[src/rtl/avalon_pio_out_multi.sv]
// avalon_pio_out_multi: NCHAN x WIDTH Avalon-MM output PIO with one-shot pulses.
// Define PIO_PULSE_IRQ_EN for per-channel DONE/IRQ_MASK flags and the irq line.
module avalon_pio_out_multi #(
  parameter int NCHAN  = 4,
  parameter int WIDTH  = 8,
  parameter int CNT_W  = 16,
  parameter int ADDR_W = $clog2(NCHAN) + 2
) (
  input  logic                   clk,
  input  logic                   reset_n,
  input  logic [ADDR_W-1:0]      address,
  input  logic                   chipselect,
  input  logic                   write_n,
  input  logic [31:0]            writedata,
  output logic [31:0]            readdata,
  output logic [WIDTH*NCHAN-1:0] out_port,
  output logic                   irq
);

  logic [31:0]      addr32;
  logic [29:0]      chan;
  logic [1:0]       rsel;
  logic             wr;
  logic [WIDTH-1:0] wd;
  logic [CNT_W-1:0] wlen;

  assign addr32 = 32'(address);
  assign chan   = addr32[31:2];
  assign rsel   = addr32[1:0];
  assign wr     = chipselect & ~write_n;
  assign wd     = writedata[WIDTH-1:0];
  assign wlen   = writedata[16 +: CNT_W];

  logic [WIDTH-1:0] data_q [NCHAN];
  logic [WIDTH-1:0] data_d [NCHAN];
  logic [WIDTH-1:0] nd     [NCHAN];
  logic [CNT_W-1:0] cnt_q  [NCHAN];
  logic [CNT_W-1:0] cnt_d  [NCHAN];
  logic [CNT_W-1:0] len_q  [NCHAN];
  logic [CNT_W-1:0] len_d  [NCHAN];
  logic [NCHAN-1:0] pen_q;
  logic [NCHAN-1:0] pen_d;
  logic [NCHAN-1:0] hit;
  logic [NCHAN-1:0] expire;
  logic [NCHAN-1:0] done_q;
  logic [NCHAN-1:0] mask_q;

  function automatic logic [CNT_W-1:0] load_len(
    input logic [CNT_W-1:0] l
  );
    return (l == '0) ? CNT_W'(1) : l;
  endfunction

  always_comb begin
    for (int c = 0; c < NCHAN; c++) begin
      hit[c] = wr && (chan == 30'(c));
      case (rsel)
        2'd1:    nd[c] = data_q[c] | wd;
        2'd2:    nd[c] = data_q[c] & ~wd;
        default: nd[c] = wd;
      endcase
    end
  end

  // A data write always beats expiry; clearing PULSE_EN suppresses it.
  always_comb begin
    for (int c = 0; c < NCHAN; c++) begin
      data_d[c] = data_q[c];
      cnt_d[c]  = cnt_q[c];
      len_d[c]  = len_q[c];
      pen_d[c]  = pen_q[c];
      expire[c] = 1'b0;
      if (hit[c] && rsel != 2'd3) begin
        data_d[c] = nd[c];
        cnt_d[c]  = (pen_q[c] && nd[c] != '0) ?
                    load_len(len_q[c]) : '0;
      end else begin
        if (cnt_q[c] == CNT_W'(1)) begin
          data_d[c] = '0;
          cnt_d[c]  = '0;
          expire[c] = 1'b1;
        end else if (cnt_q[c] != '0) begin
          cnt_d[c] = cnt_q[c] - CNT_W'(1);
        end
        if (hit[c]) begin
          pen_d[c] = writedata[0];
          len_d[c] = wlen;
          if (!writedata[0]) begin
            data_d[c] = data_q[c];
            cnt_d[c]  = '0;
            expire[c] = 1'b0;
          end
        end
      end
    end
  end

  always_ff @(posedge clk or negedge reset_n) begin
    if (!reset_n) begin
      for (int c = 0; c < NCHAN; c++) begin
        data_q[c] <= '0;
        cnt_q[c]  <= '0;
        len_q[c]  <= '0;
      end
      pen_q <= '0;
    end else begin
      for (int c = 0; c < NCHAN; c++) begin
        data_q[c] <= data_d[c];
        cnt_q[c]  <= cnt_d[c];
        len_q[c]  <= len_d[c];
      end
      pen_q <= pen_d;
    end
  end

`ifdef PIO_PULSE_IRQ_EN
  logic irq_q;

  always_ff @(posedge clk or negedge reset_n) begin
    if (!reset_n) begin
      done_q <= '0;
      mask_q <= '0;
      irq_q  <= 1'b0;
    end else begin
      irq_q <= |(done_q & mask_q);
      for (int c = 0; c < NCHAN; c++) begin
        if (hit[c] && rsel == 2'd3) begin
          mask_q[c] <= writedata[2];
          done_q[c] <= expire[c] | (done_q[c] & ~writedata[3]);
        end else begin
          done_q[c] <= expire[c] | done_q[c];
        end
      end
    end
  end

  assign irq = irq_q;

  logic unused_bits;
  assign unused_bits = ^writedata;
`else
  assign done_q = '0;
  assign mask_q = '0;
  assign irq    = 1'b0;

  logic unused_bits;
  assign unused_bits = ^{writedata, expire};
`endif

  always_comb begin
    readdata = '0;
    for (int c = 0; c < NCHAN; c++) begin
      if (chan == 30'(c)) begin
        if (rsel == 2'd3) begin
          readdata[0]           = pen_q[c];
          readdata[1]           = (cnt_q[c] != '0);
          readdata[2]           = mask_q[c];
          readdata[3]           = done_q[c];
          readdata[16 +: CNT_W] = len_q[c];
        end else begin
          readdata[WIDTH-1:0] = data_q[c];
        end
      end
    end
  end

  for (genvar g = 0; g < NCHAN; g++) begin : g_out
    assign out_port[g*WIDTH +: WIDTH] = data_q[g];
  end

endmodule

[config.mk]
export PLATFORM = sky130hd
export DESIGN_NAME = avalon_pio_out_multi
export DESIGN_NICKNAME = d
export VERILOG_FILES = /design/src/rtl/avalon_pio_out_multi.sv
export SDC_FILE = /design/constraint.sdc
export NUM_CORES = 1
export LEC_CHECK = 0
export ABC_AREA = 1
export CORE_ASPECT_RATIO = 1.25
export CORE_UTILIZATION = 45
export DETAILED_ROUTE_END_ITERATION = 10
export PLACE_DENSITY = 0.73
export SETUP_SLACK_MARGIN = 0.1
export SLEW_MARGIN = 10
export SYNTH_ARGS = -nofsm -noshare
export SYNTH_HDL_FRONTEND = slang
export SYNTH_SLANG_ARGS = --single-unit
[constraint.sdc]
create_clock -name clk -period 2 [get_ports clk]
set_input_delay 0.3 -clock clk [delete_from_list [all_inputs] [get_ports clk]]
set_output_delay 0.3 -clock clk [all_outputs]
set_load 0.1 [all_outputs]
==> insert_results.sql, run 1 <==
INSERT INTO impl_metrics (metric_group, metric, value, unit) VALUES
('power_and_ir_drop', 'comb_power_share', '0.532', ''),
('power_and_ir_drop', 'p_leak', '6.65', 'nW'),
('routing', 'detail_route.vias_per_cell', '5.48', ''),
('logic_synthesis', 'post_synth_instance_area', '9750', 'µm²'),
('final_layout', 'synthToLayoutAreaGrowth', '41.5', '%'),
('clock_tree', 'clkSlewWorstSetupHoldPaths', '0.07', 'ns'),
('sta', 'post-route-min-period', '2.35', 'ns'),
('routing', 'drt-met1-wl', '13000', 'µm'),
('critical_path', 'start_kind', 'register', ''),
('critical_path', 'worst_path_largest_cell_delay', '0.44', 'ns'),
('run_status', 'run_status', 'complete, but fails checks', ''),
('power_and_ir_drop', 'p_switching', '8.88', 'mW'),
('sta', 'worstMarginPinSlew', '0.527', 'ns'),
('place', 'numPlacedInstances', '1812', ''),
('die', 'coreArea', '21000', 'µm²'),
('critical_path', 'crit_required', '1.70', 'ns'),
('power_and_ir_drop', 'netSwitchingFraction', '0.481', ''),
('power_and_ir_drop', 'power.ir.vdd_worst', '0.00125', 'V'),
('grt', 'number_of_antenna_violations_at_the_first_check_in_global_routing', '0', ''),
('run_status', 'violations', 'negative setup slack', ''),
('logic_synthesis', 'synthesis.instances', '1355', ''),
('die', 'io-pin-count', '105', ''),
('sta', 'finalClockSkew', '0.0132', 'ns'),
('critical_path', 'critPathKind', 'reg2out', ''),
('power_and_ir_drop', 'sequential_fraction_of_design_power', '0.289', ''),
('place', 'placed_cell_area', '12600', 'µm²'),
('grt', 'grt_first_pass_wirelength', '52400', 'µm'),
('die', 'die-height', '167', 'µm'),
('grt', 'grt_remaining_overflow', '0', ''),
('routing', 'antenna_violating_nets_post_route', '0', ''),
('clock_tree', 'ctsRootBufferMaster', 'sky130_fd_sc_hd__clkbuf_16', ''),
('routing', 'detail_route.first_pass.iterations', '6', ''),
('critical_path', 'timing.critical_path.cells', 'nor2_2 -> nand2_2 -> nor2_4 -> nand2_2 -> inv_2 -> nor2_2 -> nor3_4 -> nand2_8 -> buf_12', ''),
('routing', 'drt_iter0_drc', '781', ''),
('final_layout', 'ant_cells', '0', ''),
('sta', 'setup_viol', '1', ''),
('power_and_ir_drop', 'clockPowerShare', '0.178', ''),
('critical_path', 'critical_path_endpoint_category', 'primary output', ''),
('final_layout', 'finalNetCount', '1639', ''),
('power_and_ir_drop', 'power.density', '1340', 'nW/µm²'),
('routing', 'dr_total_vias', '10300', ''),
('critical_path', 'worst_r2r_path_depth', '10', ''),
('place', 'place.detailed.hpwl', '24600', 'µm'),
('final_layout', 'final_common_cell', 'sky130_fd_sc_hd__nand2_1', ''),
('sta', 'minimum_setup_slack_in_the_final_design', '-0.346', 'ns'),
('sta', 'drv_slew', '0', ''),
('routing', 'top_layer_used', 'met4', ''),
('power_and_ir_drop', 'internal-power', '9.60', 'mW'),
('clock_tree', 'clk-insertion-delay-late', '0.44', 'ns'),
('logic_synthesis', 'netlist-cell-type-count', '36', ''),
('worst_hold_path', 'min-delay-path-class', 'in2async', ''),
('grt', 'first_global_vias', '10100', ''),
('clock_tree', 'cts.sink_count', '164', ''),
('final_layout', 'layout-drive-gt1-share', '0.267', ''),
('sta', 'rsz0062_at_grt', 'true', ''),
('grt', 'grt_max_degree', '51', ''),
('critical_path', 'cp_data_arrival_time', '2.05', 'ns'),
('critical_path', 'ff2ff_setup_slack', '0.11', 'ns'),
('logic_synthesis', 'ff_latch_count_synth', '164', ''),
('die', 'initial_core_util', '0.463', ''),
('final_layout', 'instances_no_fill', '1874', ''),
('die', 'dieArea', '22300', 'µm²'),
('sta', 'post-route-period-util', '1.17', ''),
('job', 'max-cap-violations', '0', ''),
('routing', 'met2_wirelength', '16600', 'µm'),
('routing', 'detailroute.wirelength.met3', '1860', 'µm'),
('clock_tree', 'clock_tree_from_tritoncts', 'done', ''),
('logic_synthesis', 'synthesis.yosys.warnings', '0', ''),
('critical_path', 'timing.rr.start', 'cnt_q[3]$_DFF_PN0_', ''),
('sta', 'fmax', '0.426', 'GHz'),
('sta', 'fin_setup_tns', '-0.346', 'ns');
[registers in the layout, indices dropped and copies added, names as in the netlist]
name      flops
pen_q         4
len_q        64
cnt_q        64
out_port     32
[power groups by stage]
stage | clock, mW | combinational, mW | sequential [mW]
after detailed placement | 0 | 9.07 | 5.29
after global routing | 3.47 | 10.6 | 5.45
after CTS | 3.34 | 9.49 | 5.29
after global placement | 0 | 8.92 | 5.27
after floorplan | 0 | 4.50 | 6.94
final | 3.30 | 9.84 | 5.34
[per-stage QoR]
| stage | total power, mW | utilization | hold slack (ns) |
|---|---|---|---|
| after floorplan | 11.4 | - | 0.00441 |
| after global placement | 14.2 | 0.600 | 0.288 |
| after detailed placement | 14.4 | 0.600 | 0.290 |
| after CTS | 18.1 | 0.645 | 0.392 |
| after global routing | 19.5 | 0.655 | 0.436 |
| final | 18.5 | 0.655 | 0.379 |
[routing by layer]
| layer | GRT usage | up-vias |
|---|---|---|
| met4 | 0.172 | 0 |
| met2 | 0.514 | 439 |
| met1 | 0.370 | 4846 |
| li1 | - | 4870 |
| met5 | 0 | - |
| met3 | 0.0444 | 119 |
[worst max-delay path: cells and delay by family (launching register included)]
| family | cells | cell delay [ns] |
|---|---|---|
| buf+inv | 2 | 0.27 |
| simple gates | 7 | 0.91 |
| flops | 1 | 0.44 |
[final cells by class]
cell class | count | area [µm²]
Timing Repair Buffer | 268 | 2690
Inverter | 177 | 684
Clock inverter | 15 | 163
Multi-Input combinational cell | 959 | 5350
Tap cell | 274 | 343
Clock buffer | 17 | 425
Sequential cell | 164 | 4140
Fill cell | 1730 | 7250
[worst max path at each step]
stage / from / endpoint / depth (start not counted)
after floorplan: address[0] / readdata[0] / 7
after global placement: address[0] / cnt_q[55]$_DFF_PN0_ / 11
after detailed placement: address[0] / cnt_q[32]$_DFF_PN0_ / 11
after CTS: cnt_q[33]$_DFF_PN0_ / readdata[1] / 11
after global routing: cnt_q[8]$_DFF_PN0_ / readdata[1] / 9
final: cnt_q[3]$_DFF_PN0_ / readdata[1] / 9
[cell usage after synthesis]
| master | n | area [µm²] |
|---|---|---|
| sky130_fd_sc_hd__ha_1 | 12 | 150 |
| sky130_fd_sc_hd__buf_6 | 4 | 45.0 |
| sky130_fd_sc_hd__buf_2 | 8 | 40.0 |
| sky130_fd_sc_hd__clkinv_1 | 1 | 3.75 |
| sky130_fd_sc_hd__nand3b_1 | 1 | 7.51 |
| sky130_fd_sc_hd__clkbuf_2 | 4 | 20.0 |
| sky130_fd_sc_hd__or2_2 | 2 | 12.5 |
| sky130_fd_sc_hd__a221oi_1 | 1 | 8.76 |
| sky130_fd_sc_hd__o22ai_1 | 55 | 344 |
| sky130_fd_sc_hd__o21ai_1 | 8 | 40.0 |
| sky130_fd_sc_hd__conb_1 | 1 | 3.75 |
| sky130_fd_sc_hd__buf_4 | 12 | 90.1 |
| sky130_fd_sc_hd__o31ai_1 | 1 | 7.51 |
| sky130_fd_sc_hd__nor2_2 | 10 | 62.6 |
| sky130_fd_sc_hd__xor2_1 | 33 | 289 |
| sky130_fd_sc_hd__nor2_4 | 1 | 11.3 |
| sky130_fd_sc_hd__o2111ai_1 | 3 | 26.3 |
| sky130_fd_sc_hd__nor3_1 | 9 | 45.0 |
| sky130_fd_sc_hd__nand4_1 | 26 | 163 |
| sky130_fd_sc_hd__nand2_2 | 8 | 50.1 |
| sky130_fd_sc_hd__xnor2_1 | 11 | 96.3 |
| sky130_fd_sc_hd__inv_1 | 173 | 649 |
| sky130_fd_sc_hd__a21o_1 | 1 | 7.51 |
| sky130_fd_sc_hd__o211ai_1 | 6 | 45.0 |
| sky130_fd_sc_hd__inv_2 | 3 | 11.3 |
| sky130_fd_sc_hd__buf_1 | 3 | 11.3 |
| sky130_fd_sc_hd__o21ai_2 | 1 | 8.76 |
| sky130_fd_sc_hd__o21ai_0 | 112 | 561 |
| sky130_fd_sc_hd__o221ai_1 | 18 | 158 |
| sky130_fd_sc_hd__dfrtp_1 | 164 | 4100 |
| sky130_fd_sc_hd__a21oi_1 | 14 | 70.1 |
| sky130_fd_sc_hd__clkbuf_1 | 32 | 120 |
| sky130_fd_sc_hd__nand3_1 | 125 | 626 |
| sky130_fd_sc_hd__nor2_1 | 176 | 661 |
| sky130_fd_sc_hd__a22oi_1 | 3 | 22.5 |
| sky130_fd_sc_hd__nand2_1 | 313 | 1170 |
[cells by family (layout without fill, tap and decap cells)]
kind of cell | count (synthesis) | count (layout) | synth area share
AND/OR/NAND/NOR | 671 | 671 | 0.289
buffers and inverters | 240 | 477 | 0.102
AO/OA/AOI/OAI | 223 | 223 | 0.133
flip-flops | 164 | 164 | 0.421
XOR/XNOR | 44 | 44 | 0.0395
adder cells (fa/ha/maj) | 12 | 12 | 0.0154
other | 1 | 9 | 0.000385
[what timing repair did]
action	in CTS	in global routing
pin swaps	23	22
gates resized for setup	87	43
gates cloned	1	1
endpoints found under the setup margin	88	31
hold endpoints to repair	43	0
setup buffers	20	14
hold buffers	1	0
Power figures use the tool's default switching activity.
==> inputs of run 2 (changes only) <==
--- a/config.mk
+++ b/config.mk
@@ -8,6 +8,7 @@
 export ABC_AREA = 1
 export CORE_ASPECT_RATIO = 1.25
 export CORE_UTILIZATION = 45
+export CTS_BUF_LIST = sky130_fd_sc_hd__clkbuf_8
 export DETAILED_ROUTE_END_ITERATION = 10
 export PLACE_DENSITY = 0.73
 export SETUP_SLACK_MARGIN = 0.1
==> run 2 against run 1 <==
  * The flow still finishes with violations (negative setup slack)
  * Design area decreased by 0.54%
  * Critical path depth unchanged
  * Critical path type unchanged
  * Sequential power about the same
  * Register-to-register slack improved by 0.04 ns
  * First-iteration DRC count decreased by 17%
  * Power decreased by 4.1%
  * Largest cell class unchanged
  * Non-clock buffer count increased by 13
  * Worst setup slack got worse by 0.016 ns
==> insert_results.sql, run 2 (synthesis gave the netlist of run 1 again) <==
INSERT INTO impl_metrics (metric_group, metric, value, unit) VALUES
('sta', 'maxSlewHeadroom', '0.648', ''),
('grt', 'first_global_vias', '10000', ''),
('critical_path', 'start_kind', 'register', ''),
('power_and_ir_drop', 'sequential_fraction_of_design_power', '0.300', ''),
('die', 'die-height', '167', 'µm'),
('sta', 'post-route-min-period', '2.36', 'ns'),
('clock_tree', 'ctsRootBufferMaster', 'sky130_fd_sc_hd__clkbuf_8', ''),
('sta', 'timing_hold_violations_final', '0', ''),
('sta', 'finalClockSkew', '0.0171', 'ns'),
('clock_tree', 'clk_path_buf_depth', '2', ''),
('sta', 'minimum_setup_slack_in_the_final_design', '-0.361', 'ns'),
('routing', 'detail_route.vias_per_cell', '5.46', ''),
('routing', 'drt_iter0_drc', '648', ''),
('grt', 'grt_remaining_overflow', '0', ''),
('routing', 'finalWirelength', '33000', 'µm'),
('critical_path', 'crit_required', '1.70', 'ns'),
('run_status', 'violations', 'negative setup slack', ''),
('routing', 'detail_route.first_pass.iterations', '8', ''),
('die', 'dieWidth', '134', 'µm'),
('clock_tree', 'clk-insertion-delay-late', '0.47', 'ns'),
('final_layout', 'final_common_cell', 'sky130_fd_sc_hd__nand2_1', ''),
('clock_tree', 'clkSlewWorstSetupHoldPaths', '0.10', 'ns'),
('job', 'max-cap-violations', '0', ''),
('sta', 'post-route-period-util', '1.18', ''),
('place', 'place_ws', '-0.542', 'ns'),
('final_layout', 'commonest_cells_after_routing_fill_and_taps_aside', 'sky130_fd_sc_hd__nand2_1 (302), sky130_fd_sc_hd__buf_4 (201), sky130_fd_sc_hd__nor2_1 (154)', ''),
('grt', 'groute.usage.overall', '0.302', ''),
('die', 'coreArea', '21000', 'µm²'),
('final_layout', 'layout-drive-gt1-share', '0.282', ''),
('place', 'gp_routability_congestion', '1.01', ''),
('grt', 'grt_first_pass_wirelength', '52000', 'µm'),
('die', 'io-pin-count', '105', ''),
('power_and_ir_drop', 'p_switching', '8.79', 'mW'),
('routing', 'drt_drc_violations_left', '0', ''),
('power_and_ir_drop', 'p_leak', '6.62', 'nW'),
('final_layout', 'seqCellArea', '4140', 'µm²'),
('power_and_ir_drop', 'power.density', '1290', 'nW/µm²'),
('power_and_ir_drop', 'comb_power_share', '0.561', ''),
('grt', 'grt_max_degree', '51', ''),
('final_layout', 'finalCoreUtilization', '0.652', ''),
('critical_path', 'cp_data_arrival_time', '2.06', 'ns'),
('sta', 'setup_viol', '1', ''),
('routing', 'antenna_violating_nets_post_route', '0', ''),
('final_layout', 'finalNetCount', '1652', ''),
('run_status', 'run_status', 'complete, but fails checks', ''),
('power_and_ir_drop', 'netSwitchingFraction', '0.496', ''),
('clock_tree', 'cts.sink_count', '164', ''),
('die', 'dieArea', '22300', 'µm²'),
('sta', 'rsz0062_at_grt', 'true', ''),
('routing', 'routed_wire_length_per_instance', '17.5', 'µm'),
('place', 'place.detailed.hpwl', '24600', 'µm'),
('final_layout', 'multi_input_gate_area', '5380', 'µm²'),
('grt', 'number_of_antenna_violations_at_the_first_check_in_global_routing', '0', ''),
('critical_path', 'critPathKind', 'reg2out', ''),
('critical_path', 'critical_path.max_fanout', '3', ''),
('power_and_ir_drop', 'power', '17.7', 'mW'),
('sta', 'worstMarginPinSlew', '0.522', 'ns'),
('power_and_ir_drop', 'clockPowerShare', '0.139', ''),
('place', 'port_buffers', '87', ''),
('final_layout', 'synthToLayoutAreaGrowth', '40.7', '%'),
('sta', 'drv_slew', '0', ''),
('final_layout', 'nFillCells', '1751', ''),
('final_layout', 'ant_cells', '0', ''),
('power_and_ir_drop', 'power.ir.vdd_worst', '0.00123', 'V'),
('clock_tree', 'tritoncts.num_buffers', '17', ''),
('critical_path', 'critical_path_endpoint_category', 'primary output', ''),
('clock_tree', 'clock_tree_from_tritoncts', 'done', ''),
('die', 'initial_core_util', '0.463', ''),
('die', 'num_rows', '59', ''),
('routing', 'dr_total_vias', '10300', ''),
('clock_tree', 'number_of_levels_in_the_clock_h_tree', '4', ''),
('final_layout', 'instances_no_fill', '1887', ''),
('sta', 'fmax', '0.423', 'GHz'),
('place', 'numPlacedInstances', '1812', ''),
('worst_hold_path', 'min-delay-path-class', 'in2async', ''),
('critical_path', 'ff2ff_setup_slack', '0.15', 'ns'),
('power_and_ir_drop', 'internal-power', '8.94', 'mW');
## run 2: changes by cell type in the layout (fill, tap and decap cells not counted), sizes merged
cell and change:
buf +13
## run 2: power by group through the flow
| stage | logic [mW] | clock network (mW) | registers, mW |
|---|---|---|---|
| 2_1_floorplan | 4.50 | 0 | 6.94 |
| 3_3_place_gp | 8.92 | 0 | 5.27 |
| 3_5_place_dp | 9.07 | 0 | 5.29 |
| 4_1_cts | 9.59 | 2.51 | 5.27 |
| 5_1_grt | 10.7 | 2.64 | 5.43 |
| 6_report | 9.95 | 2.47 | 5.32 |
## run 2: cell type report
type,count,area share
well taps,274,0.0250
clock buffers,17,0.0171
repair buffers,281,0.202
clock inverters,15,0.0119
inverters,177,0.0503
multi-input cells,959,0.392
flip-flops and latches,164,0.302
## run 2: worst max-delay path: stages, from the launching register on
cell                      delay [ns]
sky130_fd_sc_hd__dfrtp_1        0.41
sky130_fd_sc_hd__nor2_1         0.19
sky130_fd_sc_hd__nand2_1        0.14
sky130_fd_sc_hd__nor2_4         0.12
sky130_fd_sc_hd__nand2_2        0.08
sky130_fd_sc_hd__inv_2          0.10
sky130_fd_sc_hd__nor2_2         0.06
sky130_fd_sc_hd__nor3_4         0.26
sky130_fd_sc_hd__nand2_8        0.08
sky130_fd_sc_hd__buf_12         0.17
## run 2: per-layer routing
metal / global-route usage / vias to the layer above / share of wire
li1: - / 4890 / -
met1: 0.367 / 4878 / 0.40
met2: 0.521 / 426 / 0.50
met3: 0.0393 / 101 / 0.053
met4: 0.157 / 0 / 0.051
met5: 0 / - / 0
## run 2: path summary, 6_finish.rpt
check | start | to | depth (start not counted)
max | cnt_q[2]$_DFF_PN0_ | readdata[1] | 9
min | reset_n | out_port[5]$_DFFE_PN0P_ | 2
max reg2reg | cnt_q[2]$_DFF_PN0_ | cnt_q[1]$_DFF_PN0_ | 10
min reg2reg | len_q[12]$_DFFE_PN0P_ | len_q[12]$_DFFE_PN0P_ | 2
max in group asynchronous | reset_n | len_q[27]$_DFFE_PN0P_ | 3
min in group clk | writedata[25] | len_q[25]$_DFFE_PN0P_ | 3
## run 2: what timing repair did
| item | 4_1_cts | 5_1_grt |
|---|---|---|
| endpoints found under the setup margin | 88 | 35 |
| pin swaps | 30 | 22 |
| hold buffers | 1 | 0 |
| gates cloned | 1 | 1 |
| resized for setup | 97 | 46 |
| setup buffers | 32 | 15 |
| endpoints found under the hold margin | 43 | 0 |
## run 2: metrics by stage
step                cell area (µm²)  hold WS, ns  setup TNS, ns
finish                        13700        0.337         -0.361
global route                  13700        0.386         -0.446
CTS                           13500        0.332         -0.477
detailed placement            12600        0.290         -46.81
global placement              12600        0.288         -44.91
floorplan                     10300      0.00441         -0.661
==> inputs of run 3 (changes only) <==
--- a/config.mk
+++ b/config.mk
@@ -12,6 +12,7 @@
 export DETAILED_ROUTE_END_ITERATION = 10
 export PLACE_DENSITY = 0.73
 export SETUP_SLACK_MARGIN = 0.1
+export SKIP_LAST_GASP = 1
 export SLEW_MARGIN = 10
 export SYNTH_ARGS = -nofsm -noshare
 export SYNTH_HDL_FRONTEND = slang
==> run 3 against run 2 <==
  * The run still ends with negative setup slack left
  * Wire length decreased by 0.37%
  * First-iteration DRC count increased by 0.31%
  * Global-route usage stayed put
  * Sequential power about the same
  * Register-to-register slack lost 0.02 ns
  * Worst hold slack lost 0.0048 ns
  * Sequential share of layout area grew 0.058 points
  * Via count is 0.50% lower
  * Non-clock buffer count unchanged
  * Clock skew is 0.00069 ns higher
  * Count of clock-buffer cells in the layout is the same
==> insert_results.sql, run 3 (synthesis gave the netlist of run 1 again) <==
INSERT INTO impl_metrics (metric_group, metric, value, unit) VALUES
('final_layout', 'instances_no_fill', '1887', ''),
('grt', 'groute.usage.overall', '0.302', ''),
('power_and_ir_drop', 'p_leak', '6.61', 'nW'),
('routing', 'dr_total_vias', '10200', ''),
('critical_path', 'cp_data_arrival_time', '2.07', 'ns'),
('clock_tree', 'clock_tree_from_tritoncts', 'done', ''),
('routing', 'detail_route.first_pass.iterations', '5', ''),
('critical_path', 'start_kind', 'register', ''),
('routing', 'detail_route.vias_per_cell', '5.43', ''),
('die', 'die-height', '167', 'µm'),
('die', 'initial_core_util', '0.463', ''),
('final_layout', 'layout-drive-gt1-share', '0.282', ''),
('critical_path', 'crit_required', '1.70', 'ns'),
('place', 'place.detailed.hpwl', '24600', 'µm'),
('routing', 'drt_iter0_drc', '650', ''),
('grt', 'first_global_vias', '10000', ''),
('clock_tree', 'tritoncts.num_buffers', '17', ''),
('critical_path', 'critical_path.reg2reg.endpoint', 'cnt_q[1]$_DFF_PN0_', ''),
('grt', 'number_of_antenna_violations_at_the_first_check_in_global_routing', '0', ''),
('critical_path', 'timing.rr.start', 'cnt_q[2]$_DFF_PN0_', ''),
('place', 'numPlacedInstances', '1812', ''),
('clock_tree', 'clkSlewWorstSetupHoldPaths', '0.11', 'ns'),
('clock_tree', 'cts.sink_count', '164', ''),
('run_status', 'run_status', 'complete, but fails checks', ''),
('power_and_ir_drop', 'power.density', '1290', 'nW/µm²'),
('clock_tree', 'ctsRootBufferMaster', 'sky130_fd_sc_hd__clkbuf_8', ''),
('sta', 'timing_hold_violations_final', '0', ''),
('critical_path', 'critPathKind', 'reg2out', ''),
('final_layout', 'ant_cells', '0', ''),
('die', 'io-pin-count', '105', ''),
('sta', 'finalClockSkew', '0.0178', 'ns'),
('critical_path', 'ff2ff_setup_slack', '0.13', 'ns'),
('worst_hold_path', 'min-delay-path-class', 'in2async', ''),
('die', 'coreArea', '21000', 'µm²'),
('die', 'num_rows', '59', ''),
('sta', 'fmax', '0.422', 'GHz'),
('routing', 'finalWirelength', '32900', 'µm'),
('final_layout', 'final_common_cell', 'sky130_fd_sc_hd__nand2_1', ''),
('final_layout', 'synthToLayoutAreaGrowth', '40.5', '%'),
('job', 'max-cap-violations', '0', ''),
('final_layout', 'finalCoreUtilization', '0.651', ''),
('clock_tree', 'clk-insertion-delay-late', '0.47', 'ns'),
('critical_path', 'critical_path_endpoint_category', 'primary output', ''),
('sta', 'drv_slew', '0', ''),
('sta', 'post-route-min-period', '2.37', 'ns'),
('grt', 'grt_max_degree', '51', ''),
('place', 'place_ws', '-0.542', 'ns'),
('final_layout', 'finalNetCount', '1652', ''),
('place', 'port_buffers', '87', ''),
('routing', 'drt_drc_violations_left', '0', ''),
('grt', 'grt_remaining_overflow', '0', ''),
('sta', 'worstMarginPinSlew', '0.512', 'ns'),
('sta', 'rsz0062_at_grt', 'true', ''),
('sta', 'minimum_setup_slack_in_the_final_design', '-0.369', 'ns'),
('power_and_ir_drop', 'power.ir.vdd_worst', '0.00123', 'V'),
('routing', 'antenna_violating_nets_post_route', '0', ''),
('critical_path', 'critical_path.max_fanout', '3', ''),
('clock_tree', 'clk_path_buf_depth', '2', ''),
('run_status', 'violations', 'negative setup slack', ''),
('sta', 'maxSlewHeadroom', '0.655', ''),
('grt', 'grt_first_pass_wirelength', '52000', 'µm'),
('critical_path', 'worst_r2r_path_depth', '10', ''),
('final_layout', 'finalInstanceArea', '13700', 'µm²'),
('die', 'dieArea', '22300', 'µm²'),
('sta', 'post-route-period-util', '1.18', ''),
('sta', 'setup_viol', '1', ''),
('clock_tree', 'number_of_levels_in_the_clock_h_tree', '4', ''),
('die', 'dieWidth', '134', 'µm'),
('place', 'placed_cell_area', '12600', 'µm²'),
('routing', 'routed_wire_length_per_instance', '17.4', 'µm'),
('final_layout', 'commonest_cells_after_routing_fill_and_taps_aside', 'sky130_fd_sc_hd__nand2_1 (301), sky130_fd_sc_hd__buf_4 (203), sky130_fd_sc_hd__nor2_1 (154)', ''),
('place', 'gp_routability_congestion', '1.01', '');
==> run 3: changes by cell type in the layout (fill, tap and decap cells not counted) <==
cell	before	now
sky130_fd_sc_hd__buf_4	201	203
sky130_fd_sc_hd__nand2_1	302	301
sky130_fd_sc_hd__buf_8	3	1
sky130_fd_sc_hd__inv_1	139	140
sky130_fd_sc_hd__clkbuf_16	1	0
sky130_fd_sc_hd__o21ai_0	104	105
sky130_fd_sc_hd__o21ai_1	12	11
sky130_fd_sc_hd__buf_6	8	9
sky130_fd_sc_hd__nand2_2	17	18
sky130_fd_sc_hd__inv_2	31	30
==> run 3: metrics by stage <==
| step | power, mW | TNS [ns] | hold WS [ns] |
|---|---|---|---|
| 3_3_place_gp | 14.2 | -44.91 | 0.288 |
| 2_1_floorplan | 11.4 | -0.661 | 0.00441 |
| 6_report | 17.7 | -0.369 | 0.332 |
| 3_5_place_dp | 14.4 | -46.81 | 0.290 |
| 5_1_grt | 18.8 | -0.441 | 0.386 |
| 4_1_cts | 17.4 | -0.764 | 0.332 |
==> run 3: critical path, stage by stage, from the launching register on <==
cell,delay (ns)
sky130_fd_sc_hd__dfrtp_1,0.41
sky130_fd_sc_hd__nor2_1,0.22
sky130_fd_sc_hd__nand2_2,0.12
sky130_fd_sc_hd__nor2_4,0.11
sky130_fd_sc_hd__nand2_2,0.08
sky130_fd_sc_hd__inv_2,0.10
sky130_fd_sc_hd__nor2_2,0.06
sky130_fd_sc_hd__nor3_4,0.26
sky130_fd_sc_hd__nand2_8,0.08
sky130_fd_sc_hd__buf_12,0.17
==> run 3: final cells by class <==
class                   instances  area (µm²)
inverters                     177         689
fillers                      1756        7350
flip-flops and latches        164        4140
clock buffers                  17         234
multi-input cells             959        5380
repair buffers                281        2740
clock inverters                15         163
well taps                     274         343
==> run 3: how the worst max path moves through the flow <==
stage	startpoint	end	slack [ns]	depth (start not counted)
4_1_cts	cnt_q[41]$_DFF_PN0_	readdata[1]	-0.34	10
3_5_place_dp	address[0]	cnt_q[32]$_DFF_PN0_	-0.54	11
6_report	cnt_q[2]$_DFF_PN0_	readdata[1]	-0.37	9
2_1_floorplan	address[0]	readdata[0]	-0.12	7
3_3_place_gp	address[0]	cnt_q[55]$_DFF_PN0_	-0.53	11
5_1_grt	cnt_q[2]$_DFF_PN0_	readdata[1]	-0.44	9
==> run 3: timing repair <==
action	in CTS	in global routing
hold buffers	1	0
hold endpoints to repair	43	0
cloned	1	0
pin swaps	30	22
setup endpoints to repair	88	35
setup buffers	32	15
resized for setup	96	43
==> run 3: power by group <==
group / switching (mW) / leakage [nW] / internal [mW] / total [mW]
Combinational: 6.48 / 4.36 / 3.46 / 9.94
Sequential: 0.873 / 2.05 / 4.44 / 5.31
Clock: 1.43 / 0.201 / 1.04 / 2.47
==> run 3: per-layer routing <==
metal  share of wire  vias up  global-route usage  routed length (µm)
li1                -     4891                   -                   -
met1            0.39     4843               0.367               13000
met2            0.50      410               0.520               16500
met3           0.053      100              0.0393                1740
met4           0.050        0               0.157                1630
met5               0        -                   0                   0
